`src/rtl/regfile_mbist_ctrl.sv`:
```
// March C- memory-BIST controller for the register-file test collar.
// Drives the wrapper's BIST/CSN_T/WEN_T/A_T/D_T ports and checks Q_T one cycle
// after each read. Address 0 is never exercised (it is not writable).
// Optional feature: define REGFILE_MBIST_DIAG_EN to build first-fail diagnostic
// registers (address, read data, march element); otherwise those outputs are 0.
module regfile_mbist_ctrl #(
    parameter int ADDR_WIDTH = 5,
    parameter int DATA_WIDTH = 32,
    parameter int FIRST_ADDR = 1
) (
    input  logic                  clk,
    input  logic                  rst_n,
    input  logic                  start_i,
    output logic                  bist_o,
    output logic                  csn_t_o,
    output logic                  wen_t_o,
    output logic [ADDR_WIDTH-1:0] a_t_o,
    output logic [DATA_WIDTH-1:0] d_t_o,
    input  logic [DATA_WIDTH-1:0] q_t_i,
    output logic                  busy_o,
    output logic                  done_o,
    output logic                  fail_o,
    output logic [ADDR_WIDTH-1:0] fail_addr_o,
    output logic [DATA_WIDTH-1:0] fail_data_o,
    output logic [2:0]            fail_elem_o
);

    typedef enum logic [2:0] {
        S_IDLE,
        S_WR,
        S_RD,
        S_RDONLY,
        S_DRAIN,
        S_DONE
    } state_e;

    localparam logic [ADDR_WIDTH-1:0] MIN_ADDR  = ADDR_WIDTH'(FIRST_ADDR);
    localparam logic [ADDR_WIDTH-1:0] MAX_ADDR  = '1;
    localparam logic [ADDR_WIDTH-1:0] ADDR_ONE  = ADDR_WIDTH'(1);
    localparam logic [2:0]            LAST_ELEM = 3'd5;

    // E3 and E4 walk the address space downwards; all other elements go up.
    function automatic logic elem_down(input logic [2:0] e);
        return (e == 3'd3) || (e == 3'd4);
    endfunction

    // E1 and E3 write the all-ones word; E0, E2, E4 write all-zeros.
    function automatic logic wr_ones(input logic [2:0] e);
        return (e == 3'd1) || (e == 3'd3);
    endfunction

    // E2 and E4 expect to read back all-ones; E1, E3, E5 expect all-zeros.
    function automatic logic rd_ones(input logic [2:0] e);
        return (e == 3'd2) || (e == 3'd4);
    endfunction

    state_e                  state_q, state_d;
    logic [2:0]              elem_q, elem_d;
    logic [ADDR_WIDTH-1:0]   addr_q, addr_d;
    logic                    cmp_valid_q, cmp_valid_d;
    logic [DATA_WIDTH-1:0]   cmp_exp_q, cmp_exp_d;
    logic                    fail_q, fail_d;

    logic                    last_addr;
    logic [2:0]              next_elem;
    logic                    start_accept;
    logic                    mismatch;

    assign last_addr    = elem_down(elem_q) ? (addr_q == MIN_ADDR) : (addr_q == MAX_ADDR);
    assign next_elem    = elem_q + 3'd1;
    assign start_accept = start_i && ((state_q == S_IDLE) || (state_q == S_DONE));
    assign mismatch     = cmp_valid_q && (q_t_i != cmp_exp_q);

    // State register: sequencer state, march element and current address.
    // NOTE: sequential state uses non-blocking (<=) so every flop samples pre-edge values.
    always_ff @(posedge clk or negedge rst_n) begin
        if (!rst_n) begin
            state_q <= S_IDLE;
            elem_q  <= '0;
            addr_q  <= '0;
        end else begin
            state_q <= state_d;
            elem_q  <= elem_d;
            addr_q  <= addr_d;
        end
    end

    // Next-state logic: walk each element's addresses, chaining elements back to back.
    // NOTE: every always_comb output gets a default first so no path infers a latch.
    always_comb begin
        state_d = state_q;
        elem_d  = elem_q;
        addr_d  = addr_q;
        unique case (state_q)
            S_IDLE, S_DONE: begin
                if (start_i) begin
                    state_d = S_WR;
                    elem_d  = '0;
                    addr_d  = MIN_ADDR;
                end
            end
            S_WR: begin
                if (last_addr) begin
                    elem_d  = next_elem;
                    addr_d  = elem_down(next_elem) ? MAX_ADDR : MIN_ADDR;
                    state_d = (next_elem == LAST_ELEM) ? S_RDONLY : S_RD;
                end else begin
                    addr_d  = elem_down(elem_q) ? (addr_q - ADDR_ONE) : (addr_q + ADDR_ONE);
                    state_d = (elem_q == 3'd0) ? S_WR : S_RD;
                end
            end
            S_RD: begin
                state_d = S_WR;
            end
            S_RDONLY: begin
                if (last_addr) begin
                    state_d = S_DRAIN;
                end else begin
                    addr_d = addr_q + ADDR_ONE;
                end
            end
            S_DRAIN: begin
                state_d = S_DONE;
            end
            default: begin
                state_d = S_IDLE;
            end
        endcase
    end

    // Output logic: one wrapper operation per cycle, decoded from the current state.
    always_comb begin
        csn_t_o = 1'b1;
        wen_t_o = 1'b1;
        a_t_o   = '0;
        d_t_o   = '0;
        unique case (state_q)
            S_WR: begin
                csn_t_o = 1'b0;
                wen_t_o = 1'b0;
                a_t_o   = addr_q;
                d_t_o   = wr_ones(elem_q) ? '1 : '0;
            end
            S_RD, S_RDONLY: begin
                csn_t_o = 1'b0;
                a_t_o   = addr_q;
            end
            default: begin
            end
        endcase
    end

    assign bist_o = (state_q != S_IDLE) && (state_q != S_DONE);
    assign busy_o = bist_o;
    assign done_o = (state_q == S_DONE);
    assign fail_o = fail_q;

    // Compare pipeline and sticky fail: a read issued now is checked against Q_T next cycle.
    always_comb begin
        cmp_valid_d = (state_q == S_RD) || (state_q == S_RDONLY);
        cmp_exp_d   = rd_ones(elem_q) ? '1 : '0;
        fail_d      = start_accept ? 1'b0 : (fail_q | mismatch);
    end

    // Compare pipeline and fail flag registers.
    always_ff @(posedge clk or negedge rst_n) begin
        if (!rst_n) begin
            cmp_valid_q <= 1'b0;
            cmp_exp_q   <= '0;
            fail_q      <= 1'b0;
        end else begin
            cmp_valid_q <= cmp_valid_d;
            cmp_exp_q   <= cmp_exp_d;
            fail_q      <= fail_d;
        end
    end

`ifdef REGFILE_MBIST_DIAG_EN
    logic [ADDR_WIDTH-1:0] cmp_addr_q, cmp_addr_d;
    logic [2:0]            cmp_elem_q, cmp_elem_d;
    logic [ADDR_WIDTH-1:0] diag_addr_q, diag_addr_d;
    logic [DATA_WIDTH-1:0] diag_data_q, diag_data_d;
    logic [2:0]            diag_elem_q, diag_elem_d;

    // Diagnostic capture: latch the first mismatch only, clear on an accepted start.
    always_comb begin
        cmp_addr_d  = addr_q;
        cmp_elem_d  = elem_q;
        diag_addr_d = diag_addr_q;
        diag_data_d = diag_data_q;
        diag_elem_d = diag_elem_q;
        if (start_accept) begin
            diag_addr_d = '0;
            diag_data_d = '0;
            diag_elem_d = '0;
        end else if (mismatch && !fail_q) begin
            diag_addr_d = cmp_addr_q;
            diag_data_d = q_t_i;
            diag_elem_d = cmp_elem_q;
        end
    end

    // Diagnostic registers.
    always_ff @(posedge clk or negedge rst_n) begin
        if (!rst_n) begin
            cmp_addr_q  <= '0;
            cmp_elem_q  <= '0;
            diag_addr_q <= '0;
            diag_data_q <= '0;
            diag_elem_q <= '0;
        end else begin
            cmp_addr_q  <= cmp_addr_d;
            cmp_elem_q  <= cmp_elem_d;
            diag_addr_q <= diag_addr_d;
            diag_data_q <= diag_data_d;
            diag_elem_q <= diag_elem_d;
        end
    end

    assign fail_addr_o = diag_addr_q;
    assign fail_data_o = diag_data_q;
    assign fail_elem_o = diag_elem_q;
`else
    assign fail_addr_o = '0;
    assign fail_data_o = '0;
    assign fail_elem_o = '0;
`endif

endmodule

```
`config.mk`:
```
export PLATFORM = sky130hd
export DESIGN_NAME = regfile_mbist_ctrl
export DESIGN_NICKNAME = d
export VERILOG_FILES = /design/src/rtl/regfile_mbist_ctrl.sv
export SDC_FILE = /design/constraint.sdc
export NUM_CORES = 1
export LEC_CHECK = 0
export ABC_CLOCK_PERIOD_IN_PS = 2200
export BUFFER_PORTS_ARGS = -buffer_cell sky130_fd_sc_hd__buf_2
export CAP_MARGIN = 10
export CORE_ASPECT_RATIO = 2
export CORE_UTILIZATION = 39
export CTS_CLUSTER_SIZE = 16
export DETAILED_ROUTE_END_ITERATION = 6
export GPL_ROUTABILITY_DRIVEN = 1
export PLACE_DENSITY_LB_ADDON = 0.1
export SETUP_SLACK_MARGIN = 0.05
export SLEW_MARGIN = 20
export SYNTH_ARGS = -nofsm -noshare
export SYNTH_HDL_FRONTEND = slang
export SYNTH_SLANG_ARGS = --single-unit
```
`constraint.sdc`:
```
create_clock -name clk -period 2.2 [get_ports clk]
set_input_delay 0.11 -clock clk [delete_from_list [all_inputs] [get_ports clk]]
set_output_delay 0.11 -clock clk [all_outputs]
set_load 0.02 [all_outputs]
```
## Word-level counts from Yosys, hierarchy flattened

Cells that the tools add are included.

| word-level totals | value |
|---|---|
| output and inout bits | 83 |
| bits of input ports | 35 |
| logic and storage cells | 72 |
| register bits after elaboration | 45 |

| operators by class | value |
|---|---|
| multiplexer cells | 23 |
| eq/ne operators | 20 |
| $add $sub $neg | 3 |
| reductions and logical operators | 19 |
| bitwise operators | 1 |

Operators by type and width:

| kind | number |
|---|---|
| 2-to-1 mux 32 bit | 3 |
| inequality test 32 bit | 1 |
| 2-to-1 mux 5 bit | 6 |
| equality test 3 x 2 -> 1 bit, second input constant | 5 |
| equality test 3 bit, second input constant | 5 |
| case mux 3 bit (5 select lines) | 1 |
| case mux 5 bit (3 select lines) | 1 |
| 2-to-1 mux 3 bit | 4 |
| inequality test 2 bit, second input constant | 4 |
| equality test 3 x 1 -> 1 bit, second input constant | 2 |
| logical NOT 3 bit | 2 |
| logical OR 1 bit | 6 |
| case mux 3 bit (2 select lines) | 1 |
| AND reduction 3 bit | 2 |
| nonzero test 3 bit | 2 |
| adder 5 x 1 -> 5 bit, second input constant | 1 |
| equality test 5 x 1 -> 1 bit, second input constant | 1 |
| equality test 5 bit, second input constant | 1 |
| 2-to-1 mux 1 bit | 5 |
| subtractor 5 x 1 -> 5 bit, second input constant | 1 |
| 2-to-1 mux 2 bit | 2 |
| adder 3 x 1 -> 3 bit, second input constant | 1 |
| logical AND 1 bit | 3 |
| inequality test 3 bit, second input constant | 1 |
| other kinds (5) | 5 |

## Longest topological paths before layout

| logic depth | value |
|---|---|
| word-level depth | 6 |
| depth in mapped cells | 8 |
| mapped depth without buffers | 7 |

## Worst setup path before layout

No wires, ideal clock.

| timing | value |
|---|---|
| path type | register to output |
| start | reg state_q[1] |
| end | out d_t_o[10] |
| required time | 2090 ps |
| data arrival time | 2640 ps |
| setup slack | -550 ps |
| buffers on the path | 2 |
| cell stages (with the launch flop) | 6 |
| cell sequence | dfrtp_1 > buf_2 > inv_1 > nand3_1 > nor2_1 > buf_4 |

| on the way | value |
|---|---|
| word-level cells in the longest chain between the ends | 2 |

Ends and longest elaborated chain:

| element | RTL line | source |
|---|---|---|
| start, declared | 57 | `state_e state_q, state_d;` |
| start signal, assigned | 82 | `state_q <= state_d;` |
| equality test 3 x 1 -> 1 bit | 137 | `unique case (state_q)` |
| 2-to-1 mux 32 bit | 137 |  |
| end, declared | 18 | `output logic [DATA_WIDTH-1:0] d_t_o,` |

Every way passes these cells.

## Worst setup path after layout

| timing | value |
|---|---|
| start | reg addr_q[1] |
| end | reg addr_q[4] |

| on the way | value |
|---|---|
| word-level cells in the longest chain between the ends | 4 |
| elaborated cells between the ends (all ways) | 11 |
| classes of those cells | 2 x add/sub; 3 x eq/ne; 5 x mux; 1 x reduce/logical |

Ends and longest elaborated chain:

| element | RTL line | source |
|---|---|---|
| start, declared | 59 | `logic [ADDR_WIDTH-1:0] addr_q, addr_d;` |
| start signal, assigned | 84 | `addr_q <= addr_d;` |
| adder 5 x 1 -> 5 bit (tied with other cells) | 108, 119 |  |
| 2-to-1 mux 5 bit or 2-to-1 mux 1 bit (tied branches) | 108, 69 |  |
| 2-to-1 mux 5 bit or inequality test 2 bit (tied branches) | -- |  |
| case mux 5 bit (3 select lines) or AND reduction 3 bit (tied branches) | -- |  |

Parallel ways exist; a longest one is shown, timed or not. The select of a mux whose other input is x is not followed.
A chain may end at the register's enable or synchronous reset.

==> run_results.csv <==
group,metric,value,unit
yosys,synth_flop_cell,"dfrtp_1",
global_route,grt_use_met3,0.0170,
detailed_routing,initialDrtViolationCount,23,
global_route,grt_usage,0.179,
setup_path,max_stage_delay,440,ps
global_route,met2_usage,0.365,
hold_path,hold_path.class,"in2reg",
global_route,overflow,0,
run,drv_cap,0,
clock_network,cts_tree,"done",
setup_path,worstReg2RegStart,"addr_q[1]",
pwr,power.density,919,nW/um2
outcome,status,"complete, no violations",
yosys,yosysTopAreaCell,"buf_4",
clock_network,clock_latency,260,ps
sta,fin_crit,2070,ps
sta,slew_violations,0,
sta,hold_ws,185,ps
detailed_routing,vias,1599,
clock_network,clk_path_buf_depth,2,
placed_design,pre_cts_ws,145,ps
sta,finalCritPeriodShare,0.942,
clock_network,cts_buffers,3,
sta,max_freq,483,MHz
detailed_routing,vias_per_cell,4.79,
setup_path,critPathMaxFanout,6,
sta,setup_viol,0,
yosys,synth-edff-count,0,
global_route,grt-busiest-layer,"met2",
yosys,yosysWarningCount,0,
finish,n_fill_cell,494,
yosys,syn-cell-area,1840,um2
setup_path,end_kind,"flop",
finish,fin_nets,323,
detailed_routing,drc,0,
detailed_routing,wl_per_cell,13.0,um
yosys,netlist-cell-type-count,51,
yosys,synthTopCellsByArea,"buf_4 (29%), dfrtp_1 (19%), ha_1 (6.1%)",
global_route,antenna_found_initial,1,
yosys,synthArstFlopShare,1.00,
pwr,leakage,1.08,nW
global_route,grt_max_degree,33,
setup_path,worst_ep_required_time,2380,ps
sta,finalSetupTns,0,ps
detailed_routing,wl,4330,um
yosys,netlist_instances,228,
setup_path,slowest_stage,"dfrtp_1",
hold_path,worstHoldStart,"start_i",
setup_path,crit_path_frequent_cell,"ha_1",
yosys,synth-seq-area-share,0.191,
clock_network,numClockSinks,14,
sta,rsz0062_at_grt,"false",
yosys,avgSynthCellArea,8.06,um2
global_route,grt_pass1_vias,1438,
floorplan,num_rows,35,
clock_network,htreeDepth,1,
sta,hold_viol_final,0,
setup_path,critPathArrivalTime,2250,ps
floorplan,die_x,50.5,um
floorplan,fp.dieArea,5000,um2
setup_path,crit_type,"reg2reg",
detailed_routing,firstDrtPassIters,4,
detailed_routing,ant_nets,0,
floorplan,io_pins,118,
setup_path,worst_r2r_endpoint,"addr_q[4]",
yosys,synth_seq_cells,14,
hold_path,whs_endpoint,"fail_o",
setup_path,cp-startpoint,"addr_q[1]",
sta,finClkSkew,9.29,ps
finish,area_growth,7.70,%
setup_path,worstPathCellList,"ha_1 -> and3_1 -> ha_1 -> mux2_4 -> a21oi_4 -> o21ai_1 -> a31oi_1",
floorplan,initial_core_util,0.403,
placed_design,place_congestion,0.849,
sta,worst_slack,128,ps
placed_design,port_buffers,77,
global_route,grt_pass1_wl,6660,um
setup_path,crit_path_start_kind,"flop",
global_route,met1_usage,0.156,
finish,final_util,0.434,
setup_path,r2r_slack,130,ps
placed_design,dpl.hpwl,3670,um
clock_network,clk_pin_slew_worst_paths,70,ps
clock_network,cts_root_buf,"clkbuf_8",
pwr,peakVddDrop,0.716,mV
setup_path,reg2regPathDepth,7,
finish,drive_above_1_share,0.367,
hold_path,min_delay_path_depth,3,
yosys,yosysTopAreaCellShare,0.294,
floorplan,fp.coreArea,4550,um2
floorplan,die_y,99.1,um
## worst max-delay path by stage
stage                 endpoint  depth (start not counted)
floorplan            d_t_o[10]                          5
global placement    state_q[0]                          8
detailed placement  state_q[0]                          8
CTS                 state_q[0]                          8
global route         addr_q[4]                          7
finish               addr_q[4]                          7
## critical path: cells and delay by family, from the launching register on
kind                     cells  cell delay (ps)
adder cells (fa/ha/maj)      2              490
AO/OA/AOI/OAI                3              530
AND/OR/NAND/NOR              1              200
multiplexers                 1              340
flip-flops                   1              440
## per-layer routing
metal / vias up / part of all wire
li1: 777 / -
met1: 741 / 0.32
met5: - / 0
met2: 72 / 0.61
met3: 9 / 0.040
met4: 0 / 0.031
## cell type report
type	count	area, um2	share of cell area
sequential	14	350	0.177
tap	55	68.8	0.0348
multi-input combinational	165	1020	0.514
timing repair buffer	85	448	0.226
clock buffer	4	55.1	0.0278
inverter	10	37.5	0.0190
antenna	1	2.50	0.00127
## synth_stat cells (3+ instances only)
library cell and count:
nand4_1 4, nand2_1 12, ha_1 9, inv_1 10
nand3_1 8, a31oi_1 6, and3_1 3, buf_6 4
nor4_1 5, nor2_1 17, a21oi_1 5, buf_4 72
nor3_1 10, dfrtp_1 14, o21ai_0 4, and2_1 4
## per-stage QoR
| step | total power, mW | std cells | area (um2) |
|---|---|---|---|
| floorplan | 1.32 | 267 | 1990 |
| global placement | 1.57 | 328 | 1900 |
| detailed placement | 1.55 | 328 | 1900 |
| CTS | 1.83 | 333 | 1970 |
| global route | 1.94 | 334 | 1980 |
| finish | 1.82 | 334 | 1980 |
## cells in the final DEF, fill, tap and decap left out, drive strengths merged, types with 2 or more instances in the layout
cell    netlist  final
dfrtp        14     14
nor3         10     10
mux2          3      3
nor4          5      5
clkbuf        1      4
ha            9      9
o21ai         7      7
mux2i         3      3
nand4         4      4
and3          3      3
or3           2      2
buf          77     84
nand2b        2      2
inv          10     10
nor2         17     17
conb          1     40
and2          4      4
nand3         8      8
nand2        12     12
a21oi         7      7
a31oi         6      6
a22o          2      2
## repair_timing
action / 4_1_cts / 5_1_grt
hold endpoints to repair: 14 / 0
hold buffers: 1 / 0
resized for setup: 0 / 2
endpoints found under the setup margin: 0 / 2
buffers inserted: 0 / 0
## kinds of logic after synthesis
| logic type | share of synthesized area |
|---|---|
| other cells | 0.00204 |
| xor+xnor | 0.00954 |
| simple gates | 0.204 |
| fa+ha+maj | 0.0668 |
| flops | 0.191 |
| mux | 0.0409 |
| buf+inv | 0.344 |
| compound gates | 0.142 |
## state kept, by name, indices dropped and copies added, names as in the netlist
| register | count |
|---|---|
| cmp_exp_q | 1 |
| addr_q | 5 |
| state_q | 3 |
| fail_o | 1 |
| cmp_valid_q | 1 |
| elem_q | 3 |
## where the power goes
group          total (mW)  leakage (nW)  internal [mW]  switching, mW
sequential          0.440         0.184          0.325          0.114
combinational        1.11         0.863          0.453          0.658
clock               0.268        0.0288          0.159          0.109
total                1.82          1.08          0.937          0.882
(Power assumes the default switching activity.)
